**src/rtl/ram_reader_if.sv**
```systemverilog
// Bundle of the ram_reader request, RAM read port and presented-beat handshake.
// slave is the reader side; master is the controller/RAM/consumer side.
interface ram_reader_if;
    logic       start;
    logic       stop;
    logic [4:0] rd_addr;
    logic [3:0] rd_data;
    logic [4:0] out_addr;
    logic [3:0] out_data;
    logic       out_valid;
    logic       out_ready;
    logic       busy;
    logic       done;

    modport slave (
        input  start, stop, rd_data, out_ready,
        output rd_addr, out_addr, out_data, out_valid, busy, done
    );

    modport master (
        output start, stop, rd_data, out_ready,
        input  rd_addr, out_addr, out_data, out_valid, busy, done
    );
endinterface

```
**src/rtl/ram_reader.sv**
```systemverilog
// Scans a 32x4 synchronous-read RAM and presents each word as a valid/ready beat.
// Define RAM_READER_CONT_EN for continuous wrap-around scanning ended by stop.
module ram_reader #(
    parameter int DEPTH = 32,
    parameter int DWELL = 4
) (
    input  logic         clk,
    input  logic         reset,
    ram_reader_if.slave  bus
);

    localparam logic [4:0] LAST_ADDR = 5'(DEPTH - 1);
    localparam int         DW_W      = (DWELL > 1) ? $clog2(DWELL) : 1;
    localparam logic [DW_W-1:0] DW_LAST = DW_W'((DWELL > 0) ? DWELL - 1 : 0);

    typedef enum logic [2:0] {
        S_IDLE,
        S_ISSUE,
        S_WAIT,
        S_PRESENT,
        S_DWELL
    } state_t;

    state_t          r_state, w_state_nxt;
    logic [4:0]      r_cnt, w_cnt_nxt;
    logic [DW_W-1:0] r_dw_cnt, w_dw_nxt;
    logic            r_done, w_done_nxt;
    logic [4:0]      r_out_addr;
    logic [3:0]      r_out_data;
    logic            w_valid;
    logic            w_accept;
    logic            w_advance;
    logic            w_stop_req;
    logic            w_wrap;

`ifdef RAM_READER_CONT_EN
    logic r_stop;

    // A stop seen while busy is remembered until the pass closes.
    always_ff @(posedge clk or posedge reset) begin
        if (reset) begin
            r_stop <= 1'b0;
        end else if (w_state_nxt == S_IDLE) begin
            r_stop <= 1'b0;
        end else if (r_state != S_IDLE && bus.stop) begin
            r_stop <= 1'b1;
        end
    end

    assign w_stop_req = r_stop | bus.stop;
    assign w_wrap     = 1'b1;
`else
    logic w_unused_stop;
    assign w_unused_stop = bus.stop;
    assign w_stop_req    = 1'b0;
    assign w_wrap        = 1'b0;
`endif

    assign w_valid  = (r_state == S_PRESENT);
    assign w_accept = w_valid & bus.out_ready;

    always_comb begin
        w_state_nxt = r_state;
        w_cnt_nxt   = r_cnt;
        w_dw_nxt    = r_dw_cnt;
        w_done_nxt  = 1'b0;
        w_advance   = 1'b0;

        case (r_state)
            S_IDLE: begin
                if (bus.start) begin
                    w_cnt_nxt   = '0;
                    w_state_nxt = S_ISSUE;
                end
            end
            S_ISSUE: w_state_nxt = S_WAIT;
            S_WAIT:  w_state_nxt = S_PRESENT;
            S_PRESENT: begin
                if (w_accept) begin
                    if (w_stop_req) begin
                        w_state_nxt = S_IDLE;
                        w_done_nxt  = 1'b1;
                    end else if (DWELL > 0) begin
                        w_dw_nxt    = '0;
                        w_state_nxt = S_DWELL;
                    end else begin
                        w_advance = 1'b1;
                    end
                end
            end
            S_DWELL: begin
                if (r_dw_cnt == DW_LAST) begin
                    w_advance = 1'b1;
                end else begin
                    w_dw_nxt = r_dw_cnt + 1'b1;
                end
            end
            default: w_state_nxt = S_IDLE;
        endcase

        // Next-address decision shared by the no-dwell and post-dwell paths.
        if (w_advance) begin
            if (r_cnt != LAST_ADDR) begin
                w_cnt_nxt   = r_cnt + 1'b1;
                w_state_nxt = S_ISSUE;
            end else if (w_wrap) begin
                w_cnt_nxt   = '0;
                w_state_nxt = S_ISSUE;
            end else begin
                w_state_nxt = S_IDLE;
                w_done_nxt  = 1'b1;
            end
        end
    end

    always_ff @(posedge clk or posedge reset) begin
        if (reset) begin
            r_state    <= S_IDLE;
            r_cnt      <= '0;
            r_dw_cnt   <= '0;
            r_done     <= 1'b0;
            r_out_addr <= '0;
            r_out_data <= '0;
        end else begin
            r_state  <= w_state_nxt;
            r_cnt    <= w_cnt_nxt;
            r_dw_cnt <= w_dw_nxt;
            r_done   <= w_done_nxt;
            // RAM data for the address issued last cycle is valid during WAIT.
            if (r_state == S_WAIT) begin
                r_out_addr <= r_cnt;
                r_out_data <= bus.rd_data;
            end
        end
    end

    assign bus.rd_addr   = (r_state == S_IDLE) ? 5'd0 : r_cnt;
    assign bus.out_addr  = r_out_addr;
    assign bus.out_data  = r_out_data;
    assign bus.out_valid = w_valid;
    assign bus.busy      = (r_state != S_IDLE);
    assign bus.done      = r_done;

endmodule
```
**src/flat_wrapper.sv**
```systemverilog
// flat-port wrapper written by rule: the top's interface ports become plain ports
module ram_reader_flat 
#(
    parameter int DEPTH = 32,
    parameter int DWELL = 4
)
  (clk, reset, bus_start, bus_stop, bus_rd_data, bus_out_ready, bus_rd_addr, bus_out_addr, bus_out_data, bus_out_valid, bus_busy, bus_done);
  ram_reader_if bus_i ();
  input  logic clk;
  input  logic reset;
  input wire logic [$bits(bus_i.start)-1:0] bus_start;
  input wire logic [$bits(bus_i.stop)-1:0] bus_stop;
  input wire logic [$bits(bus_i.rd_data)-1:0] bus_rd_data;
  input wire logic [$bits(bus_i.out_ready)-1:0] bus_out_ready;
  output wire logic [$bits(bus_i.rd_addr)-1:0] bus_rd_addr;
  output wire logic [$bits(bus_i.out_addr)-1:0] bus_out_addr;
  output wire logic [$bits(bus_i.out_data)-1:0] bus_out_data;
  output wire logic [$bits(bus_i.out_valid)-1:0] bus_out_valid;
  output wire logic [$bits(bus_i.busy)-1:0] bus_busy;
  output wire logic [$bits(bus_i.done)-1:0] bus_done;
  assign bus_i.start = bus_start;
  assign bus_i.stop = bus_stop;
  assign bus_i.rd_data = bus_rd_data;
  assign bus_i.out_ready = bus_out_ready;
  assign bus_rd_addr = bus_i.rd_addr;
  assign bus_out_addr = bus_i.out_addr;
  assign bus_out_data = bus_i.out_data;
  assign bus_out_valid = bus_i.out_valid;
  assign bus_busy = bus_i.busy;
  assign bus_done = bus_i.done;
  ram_reader #(.DEPTH(DEPTH), .DWELL(DWELL)) u_core (.clk(clk), .reset(reset), .bus(bus_i));
endmodule
```
**config.mk**
```make
export PLATFORM = sky130hd
export DESIGN_NAME = ram_reader_flat
export DESIGN_NICKNAME = d
export VERILOG_FILES = /design/src/rtl/ram_reader_if.sv /design/src/rtl/ram_reader.sv /design/src/flat_wrapper.sv
export SDC_FILE = /design/constraint.sdc
export NUM_CORES = 1
export LEC_CHECK = 0
export BUFFER_PORTS_ARGS = -buffer_cell sky130_fd_sc_hd__buf_2
export CORE_MARGIN = 2
export CORE_UTILIZATION = 30
export DETAILED_ROUTE_END_ITERATION = 10
export HOLD_SLACK_MARGIN = 0.05
export PLACE_DENSITY = 0.62
export SETUP_SLACK_MARGIN = 0.2
export SLEW_MARGIN = 30
export SYNTH_ARGS = -nofsm -noshare
export SYNTH_HDL_FRONTEND = slang
export SYNTH_SLANG_ARGS = --single-unit
```
**constraint.sdc**
```tcl
create_clock -name clk -period 1.5 [get_ports clk]
set_input_delay 0.15 -clock clk [delete_from_list [all_inputs] [get_ports clk]]
set_output_delay 0.15 -clock clk [all_outputs]
set_load 0.005 [all_outputs]
```
==> impl_metrics.csv, run 1 <==
group,metric,value,unit
run_status,outcome,"finished clean",
final_layout,regArea,503,um^2
timing,setup_viol,0,
grt,grt_overflow,0,
final_layout,area_delta_synth_final,44.0,%
route,viasPerCell,4.52,
clock_network,cts_tree,"yes",
final_layout,drive_gt1_share,59.5,%
critical_path,path_cells,"buf_6, nor3_2, buf_4, nor2b_1, buf_2",
route,drt_wl_total,2.32,mm
clock_network,cts-htree-levels,1,
final_layout,antenna_cells,0,
synth,ys_top_cells_by_area,"dfrtp_1, mux2_4, mux2i_1, ha_1, nor2b_1",
final_layout,multi_input_area,579,um^2
grt,grtUsageTotal,12.4,%
critical_path,cp.arrival,1.27,ns
timing,slew_headroom,79.9,%
route,postRouteAntennaNets,0,
timing,fin_skew,0.00640,ns
grt,grt_pass1_vias,784,
synth,synth.distinct_cells,26,
route,dr.first_iter.drc_count,29,
synth,avgSynthCellArea,12.7,um^2
critical_path,critPathSlowestCell,"dfrtp_1",
timing,setup_slack,0.0779,ns
die,ios,26,
critical_path,start_kind,"flip-flop",
synth,seq_area_frac_synth,48.8,%
grt,antenna_found_initial,0,
synth,synth_top_flop_cell,"dfrtp_1",
critical_path,cp_max_fo,6,
synth,synthCells,81,
critical_path,r2r_cells,4,
clock_network,path_clk_slew,0.12,ns
placed_design,port_buffers,24,
timing,fin_crit_sh,94.8,%
critical_path,required,1.35,ns
die,rows,21,
die,design.core.area,3310,um^2
power,p_per_area,1540,nW/um^2
route,avgRoutedWirePerCell,13.5,um
power,irDropWorstVdd,462,uV
critical_path,setup.worst_path.end_class,"output port",
timing,fmax,0.703,GHz
synth,async_flop_share,100,%
die,start_util,31.0,%
worst_hold_path,hold_path_depth,2,
critical_path,critPathMaxStageDelay,0.42,ns
timing,finalHoldViolCount,0,
clock_network,clock_latency,0.31,ns
timing,setup_tns,0,ns
synth,ys_ff_latch,20,
grt,grt_start_max_net_pins,21,
synth,synth_area,1030,um^2
route,drc_errors,0,
die,die_area,3900,um^2
clock_network,ctsRootBufferMaster,"clkbuf_4",
synth,synth-edff-count,0,
clock_network,clkSinkCount,20,
placed_design,dp_hpwl,1.43,mm
power,total_power,0.00227,W
route,via_count,778,
die,die_w,62.5,um
clock_network,cts_buffers,3,
synth,yosysMostFrequentCell,"dfrtp_1",
synth,synth_common_cells,"dfrtp_1, mux2_4, inv_1",
final_layout,fill_cells,332,
synth,synth_fp_nets,93,
final_layout,nNetsFinal,139,
synth,yosysWarnings,0,
synth,yosys.area.top_type,"dfrtp_1",
die,die_h,62.5,um
power,p_leak,0.703,nW
worst_hold_path,hold_path_class,"in -> reg",
placed_design,gp_congestion,0.777,
placed_design,pre_cts_ws,0.0839,ns
flow_run,drv_cap,0,
timing,hold_ws,0.0642,ns
timing,rsz0062_at_grt,"true",
synth,synth_top_area_share,48.8,%
critical_path,critPathKind,"reg -> out",
route,firstDrtPassIters,4,
timing,drv_slew,0,
grt,grt_pass1_wl,3.83,mm
timing,post-route-min-period,1.42,ns
clock_network,clockBufferDepth,2,
timing,worst_slew_pin_slew,0.300,ns
-- per-stage QoR --
step	util (%)	std cells	instance area (um^2)
6_report	44.6	172	1480
5_1_grt	44.6	172	1480
4_1_cts	43.1	170	1430
3_5_place_dp	37.9	155	1260
3_3_place_gp	37.9	155	1260
2_1_floorplan	-	81	1060
-- path summary, 6_finish.rpt --
kind | slack [ns] | end | start
setup / recovery | 0.08 | bus_rd_addr[3] | u_core.r_state[0]
hold / removal | 0.06 | u_core.bus.out_data[2] | bus_rd_data[2]
setup reg to reg | 0.10 | u_core.r_cnt[4] | u_core.r_state[0]
hold reg to reg | 0.52 | u_core.bus.out_data[0] | u_core.bus.out_data[0]
max in group asynchronous | 0.88 | u_core.r_state[2] | reset
min in group asynchronous | 0.39 | u_core.bus.done | reset
-- power by group --
group          total, W  leakage (nW)  switching (W)  internal (W)
sequential     0.000783         0.262       0.000114      0.000669
combinational   0.00117         0.420       0.000542      0.000630
clock          0.000319        0.0210       0.000171      0.000148
-- timing repair --
item | CTS | global route
hold buffers | 2 | 0
endpoints found under the setup margin | 24 | 25
cloned | 1 | 0
hold endpoints to repair | 21 | 0
gates resized for setup | 11 | 6
pin swaps | 3 | 7
setup buffers | 8 | 2
-- sequential cells by signal, summed over array words and instances, names as in the netlist --
register             flops
u_core.bus.out_addr      5
u_core.r_cnt             5
u_core.bus.out_data      4
u_core.r_state           3
u_core.r_dw_cnt          2
u_core.bus.done          1
-- critical path, delay by kind of cell, from the launching register on --
kind,cells,cell delay [ns]
flops,1,0.42
simple gates,2,0.14
buf+inv,3,0.41
-- area by class of cell --
type	count	area share, %
Multi-Input combinational cell	52	39.2
Sequential cell	20	34.0
Timing Repair Buffer	42	18.4
Tap cell	46	3.89
Clock buffer	4	2.46
Inverter	8	2.03
-- cells by family after synthesis --
family                     count (synthesis)  synth area share, %
adders and majority gates                  3                 3.66
and+or+nand+nor                           25                 18.5
buffers and inverters                     10                 5.12
DFF                                       20                 48.8
AOI/OAI and AO/OA                          9                 5.85
muxes                                     14                 18.0
-- placed cells by master (no fill, tap or decap), types with 2 or more instances in the layout --
cell type      instances
clkbuf_4               3
mux2_4                 9
nor2_1                 2
nor3_2                 2
nor2_4                 2
nand2_1                5
buf_2                 24
nor2b_1                5
a31oi_1                2
inv_1                  7
mux2i_1                5
dfrtp_2                2
buf_6                  3
dlygate4sd3_1          2
buf_4                 13
ha_4                   2
dfrtp_1               18
-- layer usage --
metal / wire, um / track usage (%)
met2: 1200 / 20.6
met3: 84 / 2.34
met1: 1000 / 15.7
met5: 0 / 0
met4: 33 / 5.83
No activity file was read; power rests on OpenSTA's default activity.
==> inputs of run 2 (changes only) <==
--- a/config.mk
+++ b/config.mk
@@ -10,7 +10,6 @@
 export CORE_UTILIZATION = 30
 export DETAILED_ROUTE_END_ITERATION = 10
 export HOLD_SLACK_MARGIN = 0.05
-export PLACE_DENSITY = 0.62
 export SETUP_SLACK_MARGIN = 0.2
 export SLEW_MARGIN = 30
 export SYNTH_ARGS = -nofsm -noshare
==> run 2 against run 1 <==
  * Via count fell by 3.0%
  * Final area decreased by 1.9%
  * Utilization down 0.87 points
  * Fmax down 4.8%
  * Clock skew fell by 0.0021 ns
  * Die area stayed put
  * First-iteration DRC count up 24%
  * Global-route usage down 0.61 points
  * Largest power group unchanged
==> impl_metrics.csv, run 2 (same netlist as run 1, synthesis figures left out) <==
group,metric,value,unit
critical_path,start_kind,"flip-flop",
final_layout,mostFrequentLayoutCells,"buf_2, dfrtp_1, mux2_4",
power,pwr-share-clk,14.6,%
placed_design,dp_hpwl,1.42,mm
die,die_area,3900,um^2
timing,post-route-min-period,1.49,ns
clock_network,cts-htree-levels,1,
critical_path,cp.arrival,1.34,ns
power,total_power,0.00221,W
die,die_h,62.5,um
power,seq_power_share,33.5,%
flow_run,drv_cap,0,
timing,rsz0062_at_grt,"true",
final_layout,fill_cells,310,
clock_network,clockBufferDepth,2,
timing,finalHoldViolCount,0,
route,drt_wl_total,2.15,mm
power,p_switching,0.000791,W
route,viasPerCell,4.47,
power,irDropWorstVdd,391,uV
clock_network,clkSinkCount,20,
die,start_util,31.0,%
power,p_per_area,1530,nW/um^2
die,rows,21,
grt,grt_pass1_wl,3.66,mm
critical_path,critPathKind,"reg -> out",
timing,drv_slew,0,
route,avgRoutedWirePerCell,12.7,um
route,drc_errors,0,
final_layout,regArea,502,um^2
timing,worst_slew_pin_slew,0.261,ns
final_layout,multi_input_area,568,um^2
grt,grt_pass1_vias,796,
grt,grtUsageTotal,11.8,%
clock_network,path_clk_slew,0.12,ns
power,combPwrFrac,51.9,%
grt,grt_start_max_net_pins,21,
die,die_w,62.5,um
critical_path,setup.worst_path.end_class,"output port",
route,firstDrtPassIters,4,
die,design.core.area,3310,um^2
timing,setup_viol,0,
power,p_leak,0.684,nW
worst_hold_path,hold_path_depth,2,
clock_network,cts_tree,"yes",
route,dr.first_iter.drc_count,36,
clock_network,cts_buffers,3,
timing,fin_crit_sh,99.6,%
placed_design,dp_cells,156,
worst_hold_path,hold_path_class,"in -> reg",
route,via_count,755,
placed_design,gp_congestion,0.720,
final_layout,final_common_cell,"buf_2",
critical_path,required,1.35,ns
clock_network,clock_latency,0.31,ns
final_layout,final-instance-count-excl-fill,169,
critical_path,r2r_cells,4,
final_layout,area_delta_synth_final,41.2,%
grt,grt_overflow,0,
route,postRouteAntennaNets,0,
power,internal_power,0.00142,W
final_layout,drive_gt1_share,57.7,%
power,netSwitchingFraction,35.7,%
critical_path,cp_max_fo,6,
timing,slew_headroom,82.5,%
placed_design,port_buffers,24,
final_layout,nNetsFinal,136,
clock_network,ctsRootBufferMaster,"clkbuf_4",
die,ios,26,
timing,fmax,0.669,GHz
grt,antenna_found_initial,0,
run_status,outcome,"finished clean",
timing,setup_tns,0,ns
final_layout,antenna_cells,0,
timing,fin_skew,0.00425,ns
-- run 2: layer usage --
metal  vias to the layer above  GRT usage, %  share of wire (%)
met1                       363          13.8                 43
met5                         -             0                  0
met2                        19          20.2                 50
li1                        369             -                  -
met4                         0          6.67                2.1
met3                         4          2.34                4.0
-- run 2: path summary, 6_finish.rpt --
check / start / to / slack, ns
hold / removal: bus_rd_data[1] / u_core.bus.out_data[1] / 0.06
setup / recovery: u_core.r_state[2] / bus_rd_addr[3] / 0.006
max in group asynchronous: reset / u_core.r_state[1] / 0.89
setup reg to reg: u_core.r_state[0] / u_core.r_cnt[3] / 0.07
hold reg to reg: u_core.bus.out_data[1] / u_core.bus.out_data[1] / 0.52
min in group asynchronous: reset / u_core.bus.out_data[2] / 0.39
-- run 2: final cells by class --
class                           count  area share [%]
Clock buffer                        4            2.50
Inverter                            8            2.07
Multi-Input combinational cell     52            39.2
Sequential cell                    20            34.6
Tap cell                           46            3.97
Timing Repair Buffer               39            17.6
-- run 2: worst max-delay path, stage by stage (launching register included) --
cell,delay [ns]
dfrtp_1,0.41
buf_6,0.13
nor3_2,0.16
buf_4,0.17
nor2b_1,0.05
buf_2,0.12
-- run 2: power groups by stage --
stage | clock, W | sequential [W] | combinational (W)
after floorplan | 0 | 0.000760 | 0.000641
after global placement | 0 | 0.000787 | 0.000806
after detailed placement | 0 | 0.000796 | 0.000831
after CTS | 0.000335 | 0.000739 | 0.00105
after global routing | 0.000359 | 0.000759 | 0.00126
final | 0.000323 | 0.000742 | 0.00115
-- run 2: through the flow --
step           hold WS (ns)  instance area [um^2]  worst slack (ns)  util, %
6_report             0.0632                  1450           0.00625     43.8
4_1_cts              0.0546                  1400           0.00446     42.3
2_1_floorplan         0.114                  1060             0.157        -
3_5_place_dp          0.194                  1260             0.116     38.2
5_1_grt              0.0532                  1450           -0.0620     43.8
3_3_place_gp          0.186                  1260             0.141     38.2
-- run 2: repair_timing --
action / CTS / global route
hold buffers: 2 / 1
endpoints found under the setup margin: 22 / 22
resized for setup: 11 / 6
setup buffers: 5 / 0
hold endpoints to repair: 21 / 1
pin swaps: 8 / 6
gates cloned: 0 / 1
==> inputs of run 3 (changes only) <==
==> constraint.sdc (replaced) <==
create_clock -name clk -period 1.5 [get_ports clk]
set_input_delay 0.225 -clock clk [delete_from_list [all_inputs] [get_ports clk]]
set_output_delay 0.225 -clock clk [all_outputs]
set_load 0.005 [all_outputs]
==> run 3 against run 2 <==
  * Register-to-register slack improved by 0.02 ns
  * Highest routed layer unchanged
  * Critical path type unchanged
  * Worst setup slack improved by 0.017 ns
  * Sequential power increased by 3.1%
  * Flip-flop and latch count unchanged
==> impl_metrics.csv, run 3 (same netlist as run 1, synthesis figures left out) <==
group,metric,value,unit
critical_path,rrSetupSlack,0.09,ns
route,viasPerCell,4.48,
critical_path,critPathMaxStageDelay,0.43,ns
final_layout,final_common_cell,"buf_2",
critical_path,crit_buf_inv,2,
final_layout,finalInstanceArea,1360,um^2
critical_path,setup.worst_path.end_class,"output port",
route,firstDrtPassIters,4,
die,ios,26,
final_layout,mostFrequentLayoutCells,"buf_2, dfrtp_1, mux2_4, buf_4, inv_1",
route,drc_errors,0,
die,design.core.area,3310,um^2
clock_network,clkSinkCount,20,
die,rows,21,
clock_network,clockBufferDepth,2,
timing,fin_crit_sh,98.5,%
clock_network,cts_buffers,3,
critical_path,start_kind,"flip-flop",
flow_run,drv_cap,0,
placed_design,pre_cts_ws,0.103,ns
final_layout,drive_gt1_share,55.6,%
critical_path,cp_top_family,"flip-flops",
critical_path,cp.arrival,1.25,ns
timing,fin_skew,0.00467,ns
die,start_util,31.0,%
timing,setup_slack,0.0230,ns
worst_hold_path,hp-start,"bus_out_ready",
die,die_w,62.5,um
die,die_h,62.5,um
critical_path,cp_max_fo,6,
placed_design,gp_congestion,0.730,
route,postRouteAntennaNets,0,
final_layout,area_delta_synth_final,32.9,%
timing,worst_slew_pin_slew,0.279,ns
timing,drv_slew,0,
timing,setup_tns,0,ns
timing,post-route-min-period,1.48,ns
run_status,outcome,"finished clean",
timing,slew_headroom,81.4,%
clock_network,path_clk_slew,0.10,ns
critical_path,r2r_cells,4,
grt,grt_start_max_net_pins,21,
power,total_power,0.00199,W
critical_path,r2r_start,"u_core.r_state[2]",
timing,rsz0062_at_grt,"true",
clock_network,cts_tree,"yes",
clock_network,ctsRootBufferMaster,"clkbuf_4",
grt,grt_pass1_wl,3.64,mm
timing,setup_viol,0,
critical_path,path_cells,"nor3_2, buf_4, nor2b_1, buf_2",
route,via_count,731,
route,dr.first_iter.drc_count,20,
final_layout,antenna_cells,0,
worst_hold_path,hold_path_class,"in -> reg",
timing,finalHoldViolCount,0,
timing,fmax,0.677,GHz
worst_hold_path,hold_path_depth,2,
grt,antenna_found_initial,0,
route,avgRoutedWirePerCell,12.8,um
clock_network,clock_latency,0.30,ns
final_layout,nNetsFinal,131,
critical_path,critPathKind,"reg -> out",
placed_design,dp_hpwl,1.40,mm
critical_path,required,1.27,ns
route,drt_wl_total,2.08,mm
clock_network,cts-htree-levels,1,
power,p_per_area,1460,nW/um^2
power,p_leak,0.650,nW
critical_path,critPathSlowestCell,"dfrtp_1",
grt,grt_overflow,0,
placed_design,dpl_cell_area,1250,um^2
placed_design,port_buffers,24,
worst_hold_path,whs_endpoint,"u_core.r_state[1]",
critical_path,rr_endpoint,"u_core.r_cnt[3]",
grt,grtUsageTotal,11.4,%
grt,grt_pass1_vias,805,
die,die_area,3900,um^2
power,irDropWorstVdd,427,uV
==> run 3: area by class of cell <==
| class | instances | area, um^2 |
|---|---|---|
| timing repair buffer | 35 | 209 |
| inverter | 8 | 30.0 |
| tap | 46 | 57.6 |
| multi-input combinational | 51 | 542 |
| sequential | 20 | 503 |
| clock buffer | 3 | 22.5 |
| fill | 324 | 1950 |
==> run 3: worst max path at each step <==
| stage | from | cells after the start | to | slack [ns] |
|---|---|---|---|---|
| after floorplan | u_core.r_cnt[0] | 5 | u_core.r_cnt[2] | 0.16 |
| after global placement | u_core.r_state[1] | 3 | u_core.r_cnt[1] | 0.12 |
| after detailed placement | u_core.r_cnt[1] | 5 | u_core.r_cnt[4] | 0.10 |
| after CTS | u_core.r_state[0] | 4 | bus_rd_addr[2] | 0.03 |
| after global routing | u_core.r_state[1] | 4 | bus_rd_addr[4] | -0.06 |
| final | u_core.r_state[0] | 4 | bus_rd_addr[2] | 0.02 |
==> run 3: layer usage <==
metal  part of all wire, %  global-route usage [%]
met1                    45                    14.1
met2                    49                    19.9
met3                   3.6                    2.16
met4                   1.7                    4.17
met5                     0                       0
==> run 3: repair_timing <==
item                       4_1_cts  5_1_grt
gates resized for setup          9        3
setup buffers                    4        1
pin swaps                        6        0
hold buffers                     1        0
hold endpoints to repair        20        0
setup endpoints to repair       23       22
==> run 3: report_power, final <==
part	internal, W	leakage, nW	switching [W]
registers	0.000669	0.262	0.0000962
clock network	0.0000936	0.0138	0.000155
logic	0.000523	0.374	0.000450
total	0.00129	0.650	0.000702
==> run 3: through the flow <==
| step | instances | hold slack, ns | utilization [%] |
|---|---|---|---|
| final | 163 | 0.120 | 41.2 |
| after global routing | 163 | 0.106 | 41.2 |
| after CTS | 162 | 0.118 | 40.5 |
| after detailed placement | 154 | 0.279 | 37.7 |
| after global placement | 154 | 0.261 | 37.7 |
| after floorplan | 81 | 0.189 | - |
